**src/rtl/univ_shift_reg.sv**
```systemverilog
// Universal hold/shift/load register with a serialisation counter and busy/done status.
// Define USR_ROTATE_EN to let rot=1 recirculate the outgoing bit instead of SIN.
module univ_shift_reg #(
  parameter int WIDTH = 6
) (
  input  logic             clk,
  input  logic             rst,
  input  logic             en,
  input  logic [1:0]       mode,
  input  logic [WIDTH-1:0] RIN,
  input  logic             SIN,
  input  logic             rot,
  output logic [WIDTH-1:0] ROUT,
  output logic             SOUT,
  output logic             busy,
  output logic             done
);

  localparam int CNT_W = $clog2(WIDTH + 1);
  localparam logic [CNT_W-1:0] CNT_LOAD = CNT_W'(WIDTH);
  localparam logic [CNT_W-1:0] CNT_ONE  = CNT_W'(1);

  typedef enum logic [1:0] {
    HOLD = 2'b00,
    SHR  = 2'b01,
    SHL  = 2'b10,
    LOAD = 2'b11
  } mode_e;

  mode_e            op;
  logic [CNT_W-1:0] cnt;
  logic             last_dir;
  logic             in_r;
  logic             in_l;

  assign op = mode_e'(mode);

`ifdef USR_ROTATE_EN
  assign in_r = rot ? ROUT[0]       : SIN;
  assign in_l = rot ? ROUT[WIDTH-1] : SIN;
`else
  logic unused_rot;
  assign unused_rot = rot;
  assign in_r = SIN;
  assign in_l = SIN;
`endif

  // Any shift, in either direction, consumes one count; done marks the 1 -> 0 step.
  always_ff @(posedge clk or negedge rst) begin
    if (!rst) begin
      ROUT     <= '0;
      cnt      <= '0;
      last_dir <= 1'b0;
      done     <= 1'b0;
    end else if (!en) begin
      done <= 1'b0;
    end else begin
      done <= 1'b0;
      case (op)
        HOLD: ;
        SHR: begin
          ROUT     <= {in_r, ROUT[WIDTH-1:1]};
          last_dir <= 1'b0;
          if (cnt != '0) begin
            cnt  <= cnt - CNT_ONE;
            done <= (cnt == CNT_ONE);
          end
        end
        SHL: begin
          ROUT     <= {ROUT[WIDTH-2:0], in_l};
          last_dir <= 1'b1;
          if (cnt != '0) begin
            cnt  <= cnt - CNT_ONE;
            done <= (cnt == CNT_ONE);
          end
        end
        LOAD: begin
          ROUT <= RIN;
          cnt  <= CNT_LOAD;
        end
      endcase
    end
  end

  assign SOUT = last_dir ? ROUT[WIDTH-1] : ROUT[0];
  assign busy = (cnt != '0);

endmodule

```
**config.mk**
```make
export PLATFORM = sky130hd
export DESIGN_NAME = univ_shift_reg
export DESIGN_NICKNAME = d
export VERILOG_FILES = /design/src/rtl/univ_shift_reg.sv
export SDC_FILE = /design/constraint.sdc
export NUM_CORES = 1
export LEC_CHECK = 0
export CAP_MARGIN = 20
export CORE_MARGIN = 1
export CORE_UTILIZATION = 43
export CTS_BUF_LIST = sky130_fd_sc_hd__clkbuf_16
export DETAILED_ROUTE_END_ITERATION = 10
export PLACE_DENSITY_LB_ADDON = 0.08
export REMOVE_ABC_BUFFERS = 1
export SLEW_MARGIN = 20
export SYNTH_ARGS = -nofsm -noshare
export SYNTH_HDL_FRONTEND = slang
export SYNTH_SLANG_ARGS = --single-unit
```
**constraint.sdc**
```tcl
create_clock -name clk -period 1.5 [get_ports clk]
set_input_delay 0.225 -clock clk [delete_from_list [all_inputs] [get_ports clk]]
set_output_delay 0.225 -clock clk [all_outputs]
set_load 0.01 [all_outputs]
```
==> results list, run 1 <==
- The run finished with clean final reports.
* Total routed wirelength: 1.60 mm
- Crit share post-route: 0.952
- Data on the critical path arrives at its endpoint at ~1200 ps.
* Worst-case hold slack: 330 ps
- Leading cell type by number of instances after synthesis: sky130_fd_sc_hd__dfrtp_1
- The path class of the tightest hold or removal check is in -> async.
* Initial antenna violation count: 0
* Vert. Die Dim: slightly above 40 microns
- The number of buffers and inverters on the critical path is 1.
- Of the synthesized area, sequential elements account for 0.414.
- The number of antenna diodes in the final layout is 0.
- Data on the critical path is required at its endpoint by 1270 ps.
- The synthesized netlist contains 25 unique library cells.
* Maximum clock insertion buffer count: 2
* Maximum number of pins on one net before global-route repair: 13
- The worst pin sits at a relative slew slack of 0.655.
- Number of nets still failing antenna checks after routing: 0
* Xor-xnor portion of the synthesized cell area: 0
* DP Worst Slack: -228 ps
* Max Clk Rate: roughly 0.70 GHz
* Die Footprint: ~1700 sq um
- After synthesis, the largest family of logic cells by area is compound AO/OA/AOI/OAI gates.
- Clock tree synthesis inserted a total of 3 buffers.
* Syn-to-layout area delta: 59.8%
- Count of mapped cells out of synthesis: 68
- After the first detailed-routing iteration, the DRC count stood at 10.
* Post-route setup TNS: 0 ps
- Critical path, cell by cell: mux2_2, dlygate4sd2_1
* Maximum fanout encountered on the critical timing path: 4
* Fraction of the mapped netlist area in adder cells: 0.113
- Kind of capture point of the worst setup path: output port
- Largest cells by area after synthesis: sky130_fd_sc_hd__dfrtp_1 (41%), sky130_fd_sc_hd__ha_1 (11%), sky130_fd_sc_hd__a22o_1 (7.9%), sky130_fd_sc_hd__a21oi_1 (6.0%), sky130_fd_sc_hd__nand2_1 (3.9%)
* Post-layout minimum cycle time: 1430 ps
* Fin worst setup slack: 71.7 ps
- Static power due to leakage: 0.493 nW
- Area taken by flip-flops and latches: between 200 and 300 sq um
- At the pin with the least slew margin, the transition time is ~520 ps.
- Worst clock skew: 0.730 ps
* Global-route wire length before repair: between 2 and 3 mm
- The number of hold violations in the final report is 0.
- H-tree levels: 1
- TritonCTS built the clock tree.
- Clk Latency, worst-skew pair: 240 ps
- The critical path is of the reg -> out type.
* Final Setup Violations: 0
- Post-synthesis instance area: 666 sq um
- Average wire length per cell after detail routing: 13.9 microns
* Site row count: 13
- In the final layout, the multi-input gates occupy 393 sq um.
- The final count of pins violating max slew is 0.
- Delay of the slowest critical-path stage: just over 400 ps
- Mean number of vias per cell: approximately 5.5
- Yosys printed 0 warnings.
- The floorplan step defined a core boundary enclosing 1370 sq um.
* I/O pin total: 22
- Number of max-cap violations: 0
- Final HPWL DP: 1.11 mm
- Vias in the first global route: 572
* Cell family contributing the most delay on the critical path: flip-flops
* Mean instance size in the synthesized netlist: around 10 sq um
- Slowest cell on the critical path: sky130_fd_sc_hd__dfrtp_1
- The fraction of the mapped netlist area in compound gates is 0.256.
* Port buffer count: 20
- The floorplan step set the die width to 41.3 microns.
- Fraction of post-synthesis cell area in the top cell type by area: 0.414
- Synthesized-area fraction occupied by and/or/nand/nor cells: 0.130
* Vias: 632
- Effective utilization at floorplan: 0.487
* Aggregate global routing overflow: 0
- Critical Path Source Type: flop
* Post-Place Cells: between 100 and 150
- For this design, the sink count on the clock tree is 11.
- For this design the ratio of total power to cell area is 1440 nW/um^2.
- Number of flops mapped to enable cells by yosys: 0
* Routability Congestion: 0.807
- Multiplexer fraction of the synthesized cell area: 0.0338
* Most numerous cell types in the synthesized netlist: sky130_fd_sc_hd__dfrtp_1 (11), sky130_fd_sc_hd__a21oi_1 (8), sky130_fd_sc_hd__nand2_1 (7)
- Setup repair after global routing left no endpoint under its margin.
- Post-detailed-route DRC marker count: 0
- In the global route stage, overall resource usage came out at 0.234.
- Number of fill cells: 109
- Clock tree synthesis selected as its root buffer the cell sky130_fd_sc_hd__clkbuf_16.
- Cell taking the most area after synthesis: sky130_fd_sc_hd__dfrtp_1
* CTS clk-pin slew, worst paths: 50 ps
* Detailed-routing iteration count for the pre-antenna-repair pass: 4
- In this run, post-CTS hold repair placed 0 buffers.
- Worst VDD drop: roughly 880 uV
- The most used flip-flop cell after synthesis is sky130_fd_sc_hd__dfrtp_1.
- After the flow finishes, the layout carries non-filler instances totaling around 120.
- Of the cells placed in the final design, the portion with a size suffix greater than 1 is 0.270.
- At the end of the flow, the number of nets in the layout was 120.
- Synthesis inferred 11 register bits.
- For this run, asynchronously set or reset flops after synthesis account for 1.00.
==> kinds of logic (layout without fill, tap and decap cells) <==
group                    Yosys count  in the layout
AO/OA/AOI/OAI                     26             26
AND/OR/NAND/NOR                   15             15
flip-flops                        11             11
buffers and inverters              8             40
adder cells (fa/ha/maj)            6              6
multiplexers                       2              2
==> per-stage QoR <==
| step | power [mW] | utilization | area (sq um) |
|---|---|---|---|
| final | 1.53 | 0.778 | 1060 |
| after global routing | 1.64 | 0.778 | 1060 |
| after CTS | 1.48 | 0.756 | 1030 |
| after detailed placement | 0.967 | 0.684 | 935 |
| after global placement | 0.948 | 0.684 | 935 |
| after floorplan | 0.670 | - | 648 |
==> flip-flops by register name (all words and copies together), names as in the netlist <==
signal,count
ROUT,6
cnt,3
done,1
last_dir,1
==> routing by layer <==
| layer | wire (microns) | part of all wire | track usage | up-vias |
|---|---|---|---|---|
| met2 | 743 | 0.46 | 0.391 | 16 |
| met5 | 0 | 0 | 0 | - |
| met1 | 759 | 0.47 | 0.277 | 299 |
| met3 | 65 | 0.041 | 0.0585 | 6 |
| met4 | 31 | 0.019 | 0.113 | 0 |
| li1 | - | - | - | 311 |
==> power by group <==
group | total (mW) | internal [mW] | switching, mW | leakage (nW)
clock | 0.487 | 0.351 | 0.137 | 0.0423
sequential | 0.443 | 0.370 | 0.0736 | 0.137
combinational | 0.601 | 0.354 | 0.246 | 0.313
total | 1.53 | 1.07 | 0.457 | 0.493
==> final timing paths <==
check                                startpoint                   end  slack [ps]  cells after the start
hold / removal                              rst        done$_DFF_PN0_         330                      1
hold reg to reg            last_dir$_DFFE_PN0P_  last_dir$_DFFE_PN0P_         520                      1
max in group asynchronous                   rst   ROUT[2]$_DFFE_PN0P_         820                      1
setup reg to reg             cnt[0]$_DFFE_PN0P_    cnt[2]$_DFFE_PN0P_         100                      7
setup / recovery            ROUT[0]$_DFFE_PN0P_                  SOUT          70                      2
min in group clk           last_dir$_DFFE_PN0P_  last_dir$_DFFE_PN0P_         520                      1
==> repair_timing <==
item / in CTS / in global routing
resized for setup: 10 / 6
pin swaps: 0 / 1
setup buffers: 0 / 2
hold endpoints to repair: 0 / 0
setup endpoints to repair: 5 / 10
gates cloned: 0 / 0
==> placed cells by master (no fill, tap or decap), drive strengths merged, types with 2 or more instances in the layout <==
cell type / n
clkbuf: 3
clkdlybuf4s50: 17
nand2: 8
nor2: 2
o21ai: 6
nand2b: 2
a22o: 6
dfrtp: 11
mux2: 2
inv: 6
a21oi: 8
ha: 6
buf: 12
==> final cells by class <==
cell class	instances	share of cell area
Clock buffer	3	0.0706
Inverter	5	0.0176
Tap cell	15	0.0176
Multi-Input combinational cell	49	0.369
Clock inverter	1	0.00353
Timing Repair Buffer	31	0.262
Sequential cell	11	0.259
Power figures use the tool's default switching activity.
==> run 2, diff against run 1 <==
- CTS_CLUSTER_SIZE: default -> 40
- SETUP_SLACK_MARGIN: default -> 0.3
==> results list, run 2 (synthesis results as in run 1) <==
- Worst clock skew: 0.513 ps
- CTS clk-pin slew, worst paths: 40 ps
- For the pin with the worst max-slew slack, the measured transition is between 500 and 600 ps.
* Logic gate share of total power: 0.450
- In the final design database the tool counted around 120 nets.
- Clk Latency, worst-skew pair: 240 ps
- In this run the horizontal extent of the chip is 41.3 microns.
- Together, buffers and inverters on the worst path number 3.
- Final HPWL DP: 1.11 mm
- Pin placement for this block handled 22 I/O pins.
- Static power due to leakage: 0.547 nW
- For this design the ratio of total power to cell area is around 1500 nW/um^2.
- The longest clock path from root to sink contains 2 buffers.
* Cts hold-fix bufs: 0
* Part of the power in registers: 0.266
- The via count of the first global-routing pass is 640.
- Post-route setup TNS: 0 ps
* Class of the most critical setup path: reg -> out
- Aggregate global routing overflow: 0
- Delay of the slowest critical-path stage: 390 ps
- The number of hold violations in the final report was 0.
- After filler insertion, the fill cell instance count of the layout stands at 88.
- Vert. Die Dim: between 40 and 50 microns
- Fin worst setup slack: 82.0 ps
- For this run, the number of standard cells in the final layout without fillers is ~120.
- Cell family contributing the most delay on the critical path: flip-flops
- Critical Path Source Type: flop
- Effective utilization at floorplan: 0.487
* Proportion of power drawn by the clock network: 0.284
* Mean number of vias per cell: 5.63
- Port buffer count: 20
- H-tree levels: 1
- Reported net switching power: ~530 uW
- Routability Congestion: 0.807
- Critical path, cell by cell: inv_2, ha_4, nor2b_4, inv_2, buf_6
- For this block, the initial DRC count from the detailed router was 19.
- STA puts the critical path data arrival time at between 1000 and 1500 ps.
- In the finished design, the share of the clock period the worst path needs comes to 0.945.
* TritonCTS clock tree: yes
- N_diodes: 0
- In this run the core area contains 13 standard-cell rows.
- Share of layout cells above drive strength 1: 0.379
- The floorplan step defined a die boundary enclosing 1710 sq um.
* Dominant cell type by count on the critical path: sky130_fd_sc_hd__inv_2
* Number of nets still failing antenna checks after routing: 0
- Sw Share: 0.313
- Setup violations remaining at the end of the flow were counted as 0.
- Area occupied by multi-input gates: approximately 440 sq um
- Global-route usage over all layers: 0.271
- The first global-routing pass estimated slightly below 3 mm of wire.
* Total routed wirelength: 1.84 mm
- The cell sitting at the root of the clock tree is a sky130_fd_sc_hd__clkbuf_16.
- The tightest min-delay check is of the in -> async type.
- Dividing the detail-routed wire length by the instance count gives around 16 microns.
- STA classifies the critical path endpoint as an output port.
- The tool flagged a number of max-cap violations equal to 0.
- Slowest cell on the critical path: sky130_fd_sc_hd__dfrtp_1
* Largest register by flop count: ROUT
- The largest registers in the layout are ROUT x6, cnt x3.
* Syn-to-layout area delta: 72.0%
- Registers take 275 sq um.
- Post-layout minimum cycle time: between 1000 and 1500 ps
- Entering global routing, the biggest net connects 13 pins.
- Detailed-routing iteration count for the pre-antenna-repair pass: 4
- In this run, placement finished with an instance count of 109.
- The flow ran to the end, and the final reports show no timing, DRC or antenna violations.
- Max Slew Vio Count: 0
- Setup repair after global routing could not meet its margin everywhere.
* TritonCTS buffer count: 3
- The core region is about 1400 sq um.
* Clock tree sinks: 11
- Worst VDD drop: 967 uV
- Max Clk Rate: 0.705 GHz
- Required time at the worst-slack endpoint: between 1000 and 1500 ps
* Pint: 1.16 mW
- Detailed routing inserted a total of 664 vias.
- The library cells used most frequently in the layout, excluding fill and tap cells, are sky130_fd_sc_hd__dfrtp_1 (11), sky130_fd_sc_hd__buf_4 (11), sky130_fd_sc_hd__dlygate4sd2_1 (9).
* Maximum fanout encountered on the critical timing path: 2
- In this run the tightest slew margin relative to its limit is 0.650.
- Post-detailed-route DRC marker count: 0
* DP Worst Slack: -228 ps
- The register with the most flip-flops in the layout has 6 of them.
- Initial antenna violation count: 0
-- run 2: per-layer routing --
layer | wire length (microns) | vias up | GRT usage
met2 | 896 | 22 | 0.477
met1 | 792 | 320 | 0.303
met5 | 0 | - | 0
met3 | 84 | 8 | 0.0585
li1 | - | 314 | -
met4 | 68 | 0 | 0.145
-- run 2: final timing paths --
check / to / startpoint / cells after the start / slack (ps)
worst min-delay path: done$_DFF_PN0_ / rst / 1 / 340
worst max-delay path: busy / cnt[0]$_DFFE_PN0P_ / 5 / 80
max in group asynchronous: cnt[2]$_DFFE_PN0P_ / rst / 1 / 810
worst max register to register: cnt[2]$_DFFE_PN0P_ / cnt[1]$_DFFE_PN0P_ / 8 / 140
worst min register to register: ROUT[5]$_DFFE_PN0P_ / ROUT[5]$_DFFE_PN0P_ / 2 / 530
min in group clk: done$_DFF_PN0_ / en / 3 / 450
-- run 2: worst register-to-register path, stage by stage, from the launching register on --
cell and delay, ps:
sky130_fd_sc_hd__dfrtp_1 350, sky130_fd_sc_hd__inv_2 60, sky130_fd_sc_hd__buf_4 130, sky130_fd_sc_hd__buf_6 100, sky130_fd_sc_hd__buf_6 110, sky130_fd_sc_hd__ha_4 150, sky130_fd_sc_hd__a21o_1 170, sky130_fd_sc_hd__a21oi_2 130
sky130_fd_sc_hd__a21oi_1 50
-- run 2: power groups by stage --
stage                     sequential, mW  combinational, mW  clock, mW
after global placement             0.432              0.516          0
after CTS                          0.443              0.697      0.493
final                              0.448              0.758      0.479
after detailed placement           0.437              0.529          0
after global routing               0.457              0.822      0.508
after floorplan                    0.444              0.226          0
-- run 2: stage by stage --
stage | area (sq um) | power, mW | utilization | hold WS, ps
after floorplan | 648 | 0.670 | - | -70.6
after global placement | 935 | 0.948 | 0.684 | 502
after detailed placement | 935 | 0.967 | 0.684 | 521
after CTS | 1130 | 1.63 | 0.824 | 365
after global routing | 1140 | 1.79 | 0.838 | 398
final | 1140 | 1.68 | 0.838 | 339
-- run 2: cell type report --
type	instances	area share
inverter	5	0.0164
timing repair buffer	34	0.271
clock buffer	3	0.0656
clock inverter	1	0.00328
sequential	11	0.240
multi-input combinational	49	0.387
tap	15	0.0164
-- run 2: repair_timing --
action                                 4_1_cts  5_1_grt
resized for setup                           41        3
setup endpoints to repair                   20       13
pin swaps                                    8        1
endpoints found under the hold margin        0        0
buffers inserted                             4        1
==> run 3, diff against run 2 <==
- CORE_UTILIZATION: 43 -> 39
- clock period: 1.5 -> 1.2 ns (I/O delays scaled with it)
==> results list, run 3 (synthesis results as in run 1) <==
- The run finished, with violations left.
- The final reports fail on setup timing.
- Die Footprint: roughly 1900 sq um
- Worst VDD drop: 1580 uV
- Once detail routing completed, the nets flagged for antenna violations numbered 0.
* Fin worst setup slack: -140 ps
- Critical path data arrival time: 1160 ps
- Effective utilization at floorplan: 0.432
* Detailed-routing iteration count for the pre-antenna-repair pass: 4
- Overall power consumption after layout is estimated at 2.33 mW.
* Core box area: 1540 sq um
- Crit share post-route: 1.12
- I/O pin total: 22
* Clock tree sinks: 11
* Post-route standard cell area excluding fillers: approximately 1300 sq um
- TritonCTS built the clock tree.
- TritonCTS created 3 clock buffers.
* Number of flip-flops in the largest register: 6
* Worst reg-to-reg setup slack: -120 ps
- Global-route wire length before repair: around 3.3 mm
* Maximum clock insertion buffer count: 2
* Die span in x: 43.3 microns
- In this run the worst hold path is classified as in -> async.
- In this run the critical register-to-register path is captured at cnt[0]$_DFFE_PN0P_.
- The via count of the first global-routing pass is 681.
* Mean number of vias per cell: 5.38
- Detailed routing inserted a total of around 700 vias.
* Required time at the worst-slack endpoint: 1020 ps
- Worst-case hold slack: 235 ps
* Measured slew at the worst slew-check pin: 253 ps
- The critical path in this run is classified as reg -> out.
* Unrepaired setup endpoints after global routing: true
* Max Slew Vio Count: 0
- Entering global routing, the biggest net connects 13 pins.
- Average wire length per cell after detail routing: 16.3 microns
- Max Clk Rate: between 0.7 and 0.8 GHz
* Worst clock skew: 0.397 ps
* Worst-case headroom to the max-slew limit: 0.831
- The number of hold violations in the final report was 0.
- The tree is rooted in a sky130_fd_sc_hd__clkbuf_16.
- In the global route stage, overall resource usage came out at 0.245.
- Port buffering added 20 buffers.
* Power density relative to cell area: between 1500 and 2000 nW/um^2
- Leaving out fill and tap cells, the most frequent cells in the layout are sky130_fd_sc_hd__buf_6 (15), sky130_fd_sc_hd__buf_4 (15), sky130_fd_sc_hd__dfrtp_1 (11).
- Clk Latency, worst-skew pair: 240 ps
- Wires add up to 2.13 mm.
- CTS built an H-tree with a depth of 1.
- N_diodes: 0
* Initial antenna violation count: 0
* Largest register by flop count: ROUT
- Routability-driven placement finished with a final weighted congestion of 0.818.
* Syn-to-layout area delta: 93.2%
- The analysis attributes to cell leakage a power of 0.604 nW.
- The worst setup path is launched from a flop.
- Across the run, the number of max-cap violations was 0.
* Final-stage net count: 134
* Worst reg2reg path startpoint: cnt[1]$_DFFE_PN0P_
* Kind of capture point of the worst setup path: output port
* Final Setup Violations: 6
- Largest registers ranked by flip-flop count: ROUT x6, cnt x3
- From bottom edge to top edge, the die measures 43.3 microns.
- Number of fill cells: slightly below 100
- Of the cells placed in the final design, the portion with a size suffix greater than 1 is 0.570.
- In this run the core area contains 14 standard-cell rows.
* Number of cells on the worst reg-to-reg path: 6
* Placed Area: 988 sq um
- CTS clk-pin slew, worst paths: 40 ps
- Aggregate global routing overflow: 0
- The worst path in the final design needs a cycle of 1340 ps, including I/O delays and setup.
- After legalization and detailed placement, the total HPWL measured between 1 and 1.5 mm.
- Maximum fanout encountered on the critical timing path: 2
* Post-detailed-route DRC marker count: 0
- The first routing iteration left 18 violations.
==> run 3: cell types whose count changed in the layout (fill, tap and decap cells not counted), moves of 2 or more <==
cell / before / now
sky130_fd_sc_hd__o21ai_0: 2 / 0
sky130_fd_sc_hd__dlygate4sd2_1: 9 / 2
sky130_fd_sc_hd__o21ai_1: 4 / 6
sky130_fd_sc_hd__a21oi_1: 7 / 2
sky130_fd_sc_hd__buf_4: 11 / 15
sky130_fd_sc_hd__buf_6: 5 / 15
sky130_fd_sc_hd__buf_2: 0 / 5
sky130_fd_sc_hd__a21oi_2: 1 / 6
==> run 3: worst max path at each step <==
stage / to / slack, ps / cells past startpoint / from
2_1_floorplan: cnt[1]$_DFFE_PN0P_ / -100 / 6 / cnt[0]$_DFFE_PN0P_
3_3_place_gp: cnt[0]$_DFFE_PN0P_ / -460 / 6 / mode[1]
3_5_place_dp: cnt[0]$_DFFE_PN0P_ / -500 / 6 / mode[1]
4_1_cts: busy / -120 / 5 / cnt[1]$_DFFE_PN0P_
5_1_grt: busy / -190 / 5 / cnt[1]$_DFFE_PN0P_
6_report: busy / -140 / 5 / cnt[1]$_DFFE_PN0P_
==> run 3: critical path, stage by stage, from the launching register on <==
cell	delay (ps)
sky130_fd_sc_hd__dfrtp_1	390
sky130_fd_sc_hd__inv_2	90
sky130_fd_sc_hd__ha_4	140
sky130_fd_sc_hd__nor2b_4	140
sky130_fd_sc_hd__inv_2	50
sky130_fd_sc_hd__buf_6	110
==> run 3: per-layer routing <==
metal  routed length [microns]  vias up  GRT usage
li1                          -      335          -
met1                       951      339      0.328
met2                      1030       21      0.370
met3                       103        4     0.0851
met4                        42        0     0.0848
met5                         0        -          0
==> run 3: layout make-up <==
| class | instances | area (sq um) | area share |
|---|---|---|---|
| well taps | 16 | 20.0 | 0.0156 |
| clock inverters | 1 | 3.75 | 0.00292 |
| multi-input cells | 49 | 482 | 0.375 |
| flip-flops and latches | 11 | 275 | 0.214 |
| repair buffers | 45 | 409 | 0.318 |
| inverters | 5 | 21.3 | 0.0165 |
| clock buffers | 3 | 75.1 | 0.0584 |
==> run 3: report_power, final <==
group | leakage, nW | internal (mW) | switching (mW) | total, mW
Clock | 0.0423 | 0.437 | 0.166 | 0.604
Sequential | 0.137 | 0.463 | 0.0756 | 0.538
Combinational | 0.424 | 0.689 | 0.497 | 1.19
Total | 0.604 | 1.59 | 0.739 | 2.33
==> run 3: what timing repair did <==
action,4_1_cts,5_1_grt
pin swaps,10,13
setup endpoints to repair,20,20
setup buffers,7,2
gates resized for setup,83,15
hold buffers,0,0
==> run 3: through the flow <==
| step | cells | worst slack [ps] | utilization | setup TNS [ps] |
|---|---|---|---|---|
| 2_1_floorplan | 65 | -96.1 | - | -137 |
| 3_3_place_gp | 117 | -460 | 0.641 | -4840 |
| 3_5_place_dp | 117 | -500 | 0.641 | -5220 |
| 4_1_cts | 128 | -120 | 0.786 | -312 |
| 5_1_grt | 130 | -192 | 0.834 | -832 |
| 6_report | 130 | -140 | 0.834 | -570 |
